[config.mk]
export PLATFORM = sky130hd
export DESIGN_NAME = binary_div_seq
export DESIGN_NICKNAME = d
export VERILOG_FILES = /design/src/rtl/binary_div_pkg.sv /design/src/rtl/binary_div_step.sv /design/src/rtl/binary_div_seq.sv
export SDC_FILE = /design/constraint.sdc
export NUM_CORES = 1
export LEC_CHECK = 0
export BUFFER_PORTS_ARGS = -buffer_cell sky130_fd_sc_hd__buf_2
export CAP_MARGIN = 20
export CORE_ASPECT_RATIO = 0.75
export CORE_MARGIN = 4
export CORE_UTILIZATION = 50
export CTS_CLUSTER_DIAMETER = 100
export DETAILED_ROUTE_END_ITERATION = 6
export HOLD_SLACK_MARGIN = 0.08
export PLACE_DENSITY = 0.7
export RECOVER_POWER = 100
export SYNTH_ARGS = -nofsm -noshare
export SYNTH_HDL_FRONTEND = slang
export SYNTH_SLANG_ARGS = --single-unit
[constraint.sdc]
create_clock -name clk -period 8.7 [get_ports clk]
set_clock_uncertainty 0.2 [all_clocks]
set_input_delay 2.175 -clock clk [delete_from_list [all_inputs] [get_ports clk]]
set_output_delay 2.175 -clock clk [all_outputs]
set_load 0.02 [all_outputs]
[src/rtl/binary_div_pkg.sv]
// Shared types and constants for the sequential restoring divider.
package binary_div_pkg;

    typedef enum logic [1:0] {
        IDLE = 2'd0,
        CALC = 2'd1,
        DONE = 2'd2
    } state_t;

    localparam int DEFAULT_WIDTH = 8;

    // Bits needed to count steps 0..w-1 (never less than one bit).
    function automatic int cnt_width(input int w);
        int r;
        r = 1;
        for (int i = 1; i < 32; i++) begin
            if ((1 << i) < w) r = i + 1;
        end
        return r;
    endfunction

endpackage

[src/rtl/binary_div_step.sv]
// One combinational restoring-division stage: shift in a dividend bit, trial-subtract
// the divisor through a ripple chain of full-adder cells, restore on borrow.
module binary_div_step #(
    parameter int WIDTH = 8
) (
    input  logic [WIDTH-1:0] rem_in,
    input  logic             bit_in,
    input  logic [WIDTH-1:0] divisor,
    output logic [WIDTH-1:0] rem_out,
    output logic             q_bit
);

    logic [WIDTH:0]   shifted;
    logic [WIDTH-1:0] nb;
    logic [WIDTH-1:0] diff;
    logic [WIDTH:0]   c;

    assign shifted = {rem_in, bit_in};
    assign nb      = ~divisor;
    assign c[0]    = 1'b1;

    for (genvar i = 0; i < WIDTH; i++) begin : g_fa
        assign diff[i]  = shifted[i] ^ nb[i] ^ c[i];
        assign c[i + 1] = (shifted[i] & nb[i]) | (c[i] & (shifted[i] ^ nb[i]));
    end

    // Top cell subtracts an implicit zero (inverted to one): its carry-out is the
    // no-borrow flag, i.e. the trial result is non-negative.
    assign q_bit   = shifted[WIDTH] | c[WIDTH];
    assign rem_out = q_bit ? diff : shifted[WIDTH-1:0];

endmodule

[src/rtl/binary_div_seq.sv]
// Sequential restoring divider, one quotient bit per clock.
// Define BINARY_DIV_SIGNED_EN for two's-complement operands (default: unsigned).
module binary_div_seq
    import binary_div_pkg::*;
#(
    parameter int WIDTH = DEFAULT_WIDTH
) (
    input  logic             clk,
    input  logic             rst,
    input  logic             in_valid,
    output logic             in_ready,
    input  logic [WIDTH-1:0] dividend,
    input  logic [WIDTH-1:0] divisor,
    output logic             out_valid,
    input  logic             out_ready,
    output logic [WIDTH-1:0] quotient,
    output logic [WIDTH-1:0] remainder,
    output logic             div_by_zero,
    output state_t           dbg_state
);

    localparam int CW = cnt_width(WIDTH);

    // Handshake: a transfer happens on an edge where valid and ready are both high.
    // in_ready is high only in IDLE, out_valid only in DONE; the producer holds its
    // data stable while valid is high and not yet taken.

    state_t           state, state_n;
    logic [CW-1:0]    cnt;
    logic [WIDTH-1:0] rem, sh, dvs;
    logic [WIDTH-1:0] step_rem, q_final, a_abs, b_abs;
    logic             step_q, accept, last_step;

`ifdef BINARY_DIV_SIGNED_EN
    logic neg_q, neg_r;
    assign a_abs = dividend[WIDTH-1] ? (~dividend + WIDTH'(1)) : dividend;
    assign b_abs = divisor[WIDTH-1]  ? (~divisor  + WIDTH'(1)) : divisor;
`else
    assign a_abs = dividend;
    assign b_abs = divisor;
`endif

    assign accept    = in_valid && in_ready;
    assign last_step = (cnt == CW'(WIDTH - 1));
    assign q_final   = {sh[WIDTH-2:0], step_q};
    assign dbg_state = state;

    binary_div_step #(.WIDTH(WIDTH)) u_step (
        .rem_in  (rem),
        .bit_in  (sh[WIDTH-1]),
        .divisor (dvs),
        .rem_out (step_rem),
        .q_bit   (step_q)
    );

    always_ff @(posedge clk) begin
        if (rst) state <= IDLE;
        else     state <= state_n;
    end

    always_comb begin
        state_n   = state;
        in_ready  = 1'b0;
        out_valid = 1'b0;
        case (state)
            IDLE: begin
                in_ready = 1'b1;
                if (in_valid) state_n = (divisor == '0) ? DONE : CALC;
            end
            CALC: begin
                if (last_step) state_n = DONE;
            end
            DONE: begin
                out_valid = 1'b1;
                if (out_ready) state_n = IDLE;
            end
            default: state_n = IDLE;
        endcase
    end

    always_ff @(posedge clk) begin
        if (rst) begin
            cnt         <= '0;
            rem         <= '0;
            sh          <= '0;
            dvs         <= '0;
            quotient    <= '0;
            remainder   <= '0;
            div_by_zero <= 1'b0;
`ifdef BINARY_DIV_SIGNED_EN
            neg_q       <= 1'b0;
            neg_r       <= 1'b0;
`endif
        end else begin
            case (state)
                IDLE: begin
                    if (accept) begin
                        if (divisor == '0) begin
                            quotient    <= '1;
                            remainder   <= dividend;
                            div_by_zero <= 1'b1;
                        end else begin
                            cnt <= '0;
                            rem <= '0;
                            sh  <= a_abs;
                            dvs <= b_abs;
`ifdef BINARY_DIV_SIGNED_EN
                            neg_q <= dividend[WIDTH-1] ^ divisor[WIDTH-1];
                            neg_r <= dividend[WIDTH-1];
`endif
                        end
                    end
                end
                CALC: begin
                    rem <= step_rem;
                    sh  <= q_final;
                    cnt <= cnt + CW'(1);
                    if (last_step) begin
`ifdef BINARY_DIV_SIGNED_EN
                        // Truncation toward zero; remainder follows the dividend's sign.
                        quotient  <= neg_q ? (~q_final + WIDTH'(1)) : q_final;
                        remainder <= neg_r ? (~step_rem + WIDTH'(1)) : step_rem;
`else
                        quotient  <= q_final;
                        remainder <= step_rem;
`endif
                    end
                end
                DONE: begin
                    if (out_ready) div_by_zero <= 1'b0;
                end
                default: ;
            endcase
        end
    end

endmodule

==> results.cfg <==
[status]
status = finished with violations
violations = max-capacitance violations, max-slew violations

[place]
dp_worst_setup_slack_ns = 4.084
hpwl_um = 6132
globalplace.congestion = 0.8301
io_buffers = 40
place_area_sq_um = 3877

[min_path]
worstHoldPathType = reg2reg

[clocking]
cts_max_path_buffers = 2
cts_hold_buf = 0
cts.clk_slew.worst_paths_ns = 0.08
cts-root-buf = clkbuf_8
htreeDepth = 3
numCtsBuffers = 9
post-cts-setup-buffers = 0
cts-resized-gates = 0
insertion_delay_ns = 0.34
clkSinkCount = 75
cts_tree = built

[synthesis]
synth_seq_cells = 75
yosysMostFrequentCell = dfxtp_1
async_reset_ff_share_pct = 0
yosysWarnings = 0
yosysUniqueCellTypes = 51
ys.flop_type = dfxtp_1
yosys-top-cells-count = 75 x dfxtp_1, 59 x nor2_1, 48 x a21oi_1
synth_edf_count = 0
synthCells = 411
synth_area_leaders = dfxtp_1 41%, a21oi_1 6.5%, nor2_1 6.0%
synth_top_cell_area_share_pct = 40.82
avgSynthCellArea_sq_um = 8.950
syn_nets = 440
yosys.area.top_type = dfxtp_1
synth_area_sq_um = 3679
seq_area_frac_synth_pct = 40.82

[sta]
finalCriticalPeriod_ns = 5.294
finalSetupTns_ns = 0
fin_ws_ns = 3.406
slew_headroom_pct = -27.92
setup_violations = 0
worst_pin_slew_ns = 1.907
post-route-period-util_pct = 60.85
finalHoldViolCount = 0
rsz0062_at_grt = false
maxSlewViolCount = 49
max_freq_mhz = 188.9

[layout]
drive_gt1_share_pct = 11.09
fill_cells = 664
fin_area_sq_um = 4014
diodes = 0
layout.nets = 466
post-route-util_pct = 57.39
syn_to_final_growth_pct = 9.116

[power]
leakage_nw = 1.400
power_density_nw_per_um2 = 185.1
peakVddDrop_mv = 0.08590

[floorplan]
die_width_um = 107.0
start_util_pct = 52.59
core-area_sq_um = 6994
die_h_um = 82.28
io_pins = 41
die_area_sq_um = 8807
rows = 26

[grt]
grt_usage_pct = 20.19
grt_pass1_wl_um = 14090
overflow = 0
antenna_found_initial = 0
grt_max_degree = 39
grt_pass1_vias = 2722

[worst_setup_path]
startpoint = divisor[1]
arrival_ns = 5.34
crit_path_start_kind = input pin
worstReg2RegEnd = remainder[6]
regToRegStartpoint = sh[7]
r2r_slack_ns = 4.33
crit_path_end = cnt[30]
crit_type = in2reg
rr_worst_depth = 15
critPathMaxFanout = 17
cp-end-kind = flop
crit_required_ns = 8.75

[job]
drv_cap = 2

[drt]
route.detailed.drc = 0
first_iter_violations = 202
wl_per_cell_um = 15.93
via_per_inst = 5.881
first_pass_iters = 5
routed_wirelength_um = 8604
via_count = 3176
drtAntennaViolNets = 0
placed cells by master, fill, tap and decap left out, types with 3 or more instances in the layout:
cell type	instances
nor4_4	3
nand2_1	24
nand3_1	5
o21ai_0	13
dfxtp_1	75
and3_1	6
a311oi_1	8
xnor2_1	3
o2111ai_1	8
nand4_1	9
or3_1	10
inv_1	17
or4_1	8
nor4b_1	3
nor2_1	59
fa_1	7
xor2_1	10
and4_1	4
clkbuf_1	24
buf_2	17
nor4_1	6
o221a_2	6
clkbuf_8	9
o211ai_1	5
mux2i_1	7
a211oi_1	11
o31ai_1	8
a21oi_1	48
cell families after synthesis:
logic type      Yosys count  share of synthesized area, %
simple gates            150                         22.72
buf+inv                  44                         5.476
xor+xnor                 13                         3.095
flops                    75                         40.82
fa+ha+maj                 9                         4.490
compound gates          112                         21.19
mux                       8                         2.211
through the flow:
step,instances,hold slack [ns],total power [mW]
after floorplan,411,0.2451,0.4337
after global placement,524,0.2499,0.4536
after detailed placement,524,0.2603,0.4578
after CTS,540,0.2719,0.7487
after global routing,540,0.2874,0.7741
final,540,0.2726,0.7431
area by class of cell:
type,instances,area (sq um),share of cell area [%]
tap,98,122.6,3.055
clock inverter,6,90.09,2.244
inverter,18,67.56,1.683
timing repair buffer,41,178.9,4.458
clock buffer,10,127.6,3.180
multi-input combinational,292,1926,47.97
sequential,75,1501,37.41
registers in the layout (all words and copies together), names as in the netlist:
register     flops
quotient         8
dvs              8
div_by_zero      1
sh               8
dbg_state        2
rem              8
cnt             32
remainder        8
critical path, cell delays in order:
cell	delay [ns]
buf_2	0.11
nor4_4	0.06
a211oi_1	1.50
o2111ai_1	0.66
or4_1	0.66
a21oi_1	0.17
per-layer routing:
layer | global-route usage (%) | routed length, um | vias up
met3 | 4.973 | 577 | 8
li1 | - | - | 1555
met2 | 27.97 | 3607 | 99
met1 | 31.10 | 4346 | 1514
met5 | 0 | 0 | -
met4 | 4.725 | 72 | 0
where the power goes:
part,total (mW),internal [mW],switching [mW]
combinational,0.0859,0.0321,0.0538
clock,0.295,0.162,0.133
sequential,0.362,0.353,0.00921
total,0.743,0.547,0.196
worst min-delay path by stage:
stage / from / cells after the start / endpoint / slack (ns)
CTS: remainder[0] / 2 / remainder[0] / 0.27
global placement: div_by_zero / 1 / div_by_zero / 0.25
floorplan: sh[0] / 2 / sh[0] / 0.25
global route: remainder[0] / 2 / remainder[0] / 0.29
detailed placement: remainder[0] / 2 / remainder[0] / 0.26
finish: remainder[0] / 2 / remainder[0] / 0.27
Note: power is estimated with default switching activity, not from simulation.
